<file path="config.mk">
export PLATFORM = sky130hd
export DESIGN_NAME = reg_file
export DESIGN_NICKNAME = d
export VERILOG_FILES = /design/src/rtl/reg_file.sv
export SDC_FILE = /design/constraint.sdc
export NUM_CORES = 2
export LEC_CHECK = 0
export ABC_AREA = 1
export CAP_MARGIN = 5
export CORE_MARGIN = 8
export CORE_UTILIZATION = 35
export CTS_CLUSTER_DIAMETER = 40
export DETAILED_ROUTE_END_ITERATION = 10
export SLEW_MARGIN = 20
export SYNTH_ARGS = -nofsm -noshare
export SYNTH_HDL_FRONTEND = slang
export SYNTH_SLANG_ARGS = --single-unit
</file>
<file path="constraint.sdc">
create_clock -name clk -period 2 [get_ports clk]
set_input_delay 0.4 -clock clk [delete_from_list [all_inputs] [get_ports clk]]
set_output_delay 0.4 -clock clk [all_outputs]
set_load 0.01 [all_outputs]
</file>
<file path="src/rtl/reg_file.sv">
// ============================================================================
// reg_file : 32 x 32-bit MIPS GPR file with HI/LO, two bypassed read ports
// Revision : 1.0
// ============================================================================
`default_nettype none

module reg_file #(
  parameter int DATA_W = 32,
  parameter int ADDR_W = 5
) (
  input  logic              clk,
  input  logic              rst,
  input  logic              r1_en,
  input  logic [ADDR_W-1:0] r1_addr,
  output logic [DATA_W-1:0] r1_data,
  input  logic              r2_en,
  input  logic [ADDR_W-1:0] r2_addr,
  output logic [DATA_W-1:0] r2_data,
  input  logic              w_en,
  input  logic [ADDR_W-1:0] w_addr,
  input  logic [DATA_W-1:0] w_data,
  input  logic              hilo_we,
  input  logic [DATA_W-1:0] hi_wdata,
  input  logic [DATA_W-1:0] lo_wdata,
  output logic [DATA_W-1:0] hi_rdata,
  output logic [DATA_W-1:0] lo_rdata
);

  localparam int DEPTH = 2 ** ADDR_W;

  logic [DATA_W-1:0] gpr_q [DEPTH];
  logic [DATA_W-1:0] gpr_d [DEPTH];
  logic [DATA_W-1:0] hi_q, hi_d;
  logic [DATA_W-1:0] lo_q, lo_d;

  logic w_live;
  assign w_live = w_en && (w_addr != '0);

  always_comb begin
    gpr_d = gpr_q;
    hi_d  = hi_q;
    lo_d  = lo_q;
    if (w_live) begin
      gpr_d[w_addr] = w_data;
    end
    if (hilo_we) begin
      hi_d = hi_wdata;
      lo_d = lo_wdata;
    end
  end

  always_ff @(posedge clk) begin
    if (rst) begin
      for (int i = 0; i < DEPTH; i++) begin
        gpr_q[i] <= '0;
      end
      hi_q <= '0;
      lo_q <= '0;
    end else begin
      gpr_q <= gpr_d;
      hi_q  <= hi_d;
      lo_q  <= lo_d;
    end
  end

  // Same-cycle write data wins over stored contents; $0 never bypasses.
  always_comb begin
    r1_data = '0;
    r2_data = '0;
    if (!rst && r1_en && (r1_addr != '0)) begin
      r1_data = (w_live && (w_addr == r1_addr)) ? w_data : gpr_q[r1_addr];
    end
    if (!rst && r2_en && (r2_addr != '0)) begin
      r2_data = (w_live && (w_addr == r2_addr)) ? w_data : gpr_q[r2_addr];
    end
  end

  always_comb begin
    hi_rdata = '0;
    lo_rdata = '0;
    if (!rst) begin
      hi_rdata = hilo_we ? hi_wdata : hi_q;
      lo_rdata = hilo_we ? lo_wdata : lo_q;
    end
  end

endmodule

`default_nettype wire

</file>
==> results_dict.tcl <==
set metrics [dict create \
    status "finished with violations" \
    violations "setup timing" \
    clock_path_buffers 3 \
    leakage_nw 34.7 \
    grt_max_degree 222 \
    cap_violations 0 \
    cts.sinks 1088 \
    syn-num-nets 10100 \
    synth-seq-cells 1088 \
    path_class "in2out" \
    powerDensity_nw_per_um2 810 \
    synthToLayoutAreaGrowth_pct 33.3 \
    initial_core_util_pct 35.2 \
    rows 151 \
    wirelength_mm 270 \
    yosys.area.top_type "dfxtp_1" \
    grt_pass1_vias 64100 \
    grt_pass1_wl_mm 398 \
    cts.htree.levels 4 \
    final_nets 10500 \
    cp.required_ns 1.60 \
    period_share_pct 127 \
    n_fill_cell 16500 \
    worst_slack_ns -0.536 \
    end_kind "output pin" \
    multi_input_area_um2 33900 \
    route.antenna.remaining_nets 0 \
    max_stage_delay_ns 0.27 \
    hp-class "in2reg" \
    drive_above_1_share_pct 22.0 \
    yosysMostFrequentCell "nand2_1" \
    finalSetupViolCount 64 \
    finalHoldViolations 0 \
    rsz0062_at_grt "true" \
    track_usage_pct 27.4 \
    ys_top_cells_by_count "nand2_1, nor2_1, nand3_1" \
    slew_headroom_pct 33.5 \
    skew_ns 0 \
    synth.distinct_cells 28 \
    die_area_um2 184000 \
    synth_cells 9969 \
    drtIter0Drc 7959 \
    yosysTopAreaCellShare_pct 36.5 \
    antenna_found_initial 6 \
    seq_area_frac_synth_pct 36.5 \
    cp.arrival_ns 2.14 \
    finalPower_mw 64.5 \
    seq_area_um2 22100 \
    dieHeight_um 429 \
    insertion_delay_ns 0.83 \
    wl_per_cell_um 21.0 \
    synth_top_cells_by_area "dfxtp_1, nand2_1, nor2_1" \
    cpMostUsedCell "buf_12" \
    globalRouteOverflowTotal 0 \
    cts_buffers 183 \
    cp_max_fo 26 \
    drcViolationCount 0 \
    ios 245 \
    synth-async-reset-ratio_pct 0 \
    cts.clk_slew.worst_paths_ns 0.06 \
    whs_ns 0.148 \
    irDropWorstVdd_mv 0.852 \
    tritoncts "built" \
    globalplace.congestion 0.941 \
    drtPass1Iterations 6 \
    synth_edf_count 0 \
    routed-via-count 69500 \
    clock.fmax_mhz 394 \
    clock-root-buffer "clkbuf_16" \
    finalMaxSlewViolations 0 \
    syn-cell-area_um2 59700 \
    period_minus_slack_ns 2.54 \
    worst_pin_slew_ns 0.998 \
    syn_area_per_cell_um2 5.99 \
    die_w_um 429 \
    port_buffers 244 \
    start_kind "input pin" \
    slowest_stage "buf_12" \
    via_per_inst 5.43 \
    path_cells "buf_12 > buf_12 > buf_12 > buf_4 > nand2_1 > nand3_1 > nand3_1 > nand2_1 > nand3_2 > nand2_4 > a21oi_2 > buf_2" \
    yosys_warnings 0 \
    hpwlAfterDp_mm 169 \
    synth_ff_type "dfxtp_1" \
    core_region_area_um2 169000 \
]
[final timing paths]
kind / endpoint / slack (ns) / cells past startpoint / startpoint
worst max-delay path: r2_data[22] / -0.54 / 12 / r2_addr[0]
worst min-delay path: lo_q[19] / 0.15 / 5 / rst
worst max register to register: gpr_q[875] / 1.14 / 4 / gpr_q[875]
worst min register to register: gpr_q[993] / 0.43 / 2 / gpr_q[993]
[cell type report]
type	count	share of cell area, %
timing repair buffer	1123	14.6
antenna	2	0.00629
tap	2218	3.49
clock buffer	211	6.10
multi-input combinational	7303	42.6
sequential	1088	27.8
clock inverter	131	1.97
inverter	732	3.52
[cells in the final DEF (no fill, tap or decap), drive strengths merged, types with 24 or more instances in the layout]
cell type      instances
dfxtp               1088
o21ai               1123
buf                 1006
nor2                1668
clkinv                50
clkinvlp              24
clkbuf               221
inv                  767
clkdlybuf4s50         99
nand2               2629
a21oi                706
nand3               1159
[repair_timing]
action / in CTS / in global routing
gates cloned: 4 / 8
setup endpoints to repair: 128 / 100
gates resized for setup: 1144 / 453
hold buffers: 1 / 0
pin swaps: 260 / 303
hold endpoints to repair: 1 / 0
setup buffers: 23 / 11
[registers in the layout, summed over array words and instances (netlist names)]
register  cells
gpr_q      1024
hi_q         32
lo_q         32
[worst max-delay path: cells and delay by family]
kind / cells / cell delay, ns
AOI/OAI and AO/OA: 1 / 0.06
buffers and inverters: 5 / 0.97
and+or+nand+nor: 6 / 0.63
[metal layers]
layer | vias up | global-route usage [%] | routed length (um)
li1 | 32600 | - | -
met1 | 32100 | 33.7 | 104000
met2 | 3776 | 43.4 | 119000
met3 | 984 | 5.56 | 26400
met4 | 2 | 17.8 | 20000
met5 | - | 0 | 13
[cell families after synthesis]
family	after synthesis	synth area share [%]
AO/OA/AOI/OAI	1829	15.3
AND/OR/NAND/NOR	5466	37.1
flip-flops	1088	36.5
XOR/XNOR	8	0.117
buffers and inverters	1578	11.0
[power breakdown]
part | leakage (nW) | internal, mW | total, mW | switching (mW)
clock | 3.10 | 20.5 | 33.1 | 12.5
combinational | 22.6 | 3.19 | 9.19 | 6.00
sequential | 8.93 | 22.1 | 22.2 | 0.133
total | 34.7 | 45.8 | 64.5 | 18.7
[per-stage QoR]
stage | std cells | utilization (%) | cell area (um^2) | TNS [ns] | setup WS [ns]
6_report | 12800 | 47.0 | 79600 | -29.43 | -0.536
5_1_grt | 12800 | 47.0 | 79600 | -34.21 | -0.608
4_1_cts | 12800 | 46.1 | 78200 | -30.75 | -0.586
3_5_place_dp | 12400 | 41.4 | 70200 | -395.11 | -1.28
3_3_place_gp | 12400 | 41.4 | 70200 | -393.66 | -1.28
2_1_floorplan | 9969 | - | 59700 | 0 | 0.0107
Power figures use the tool's default switching activity.
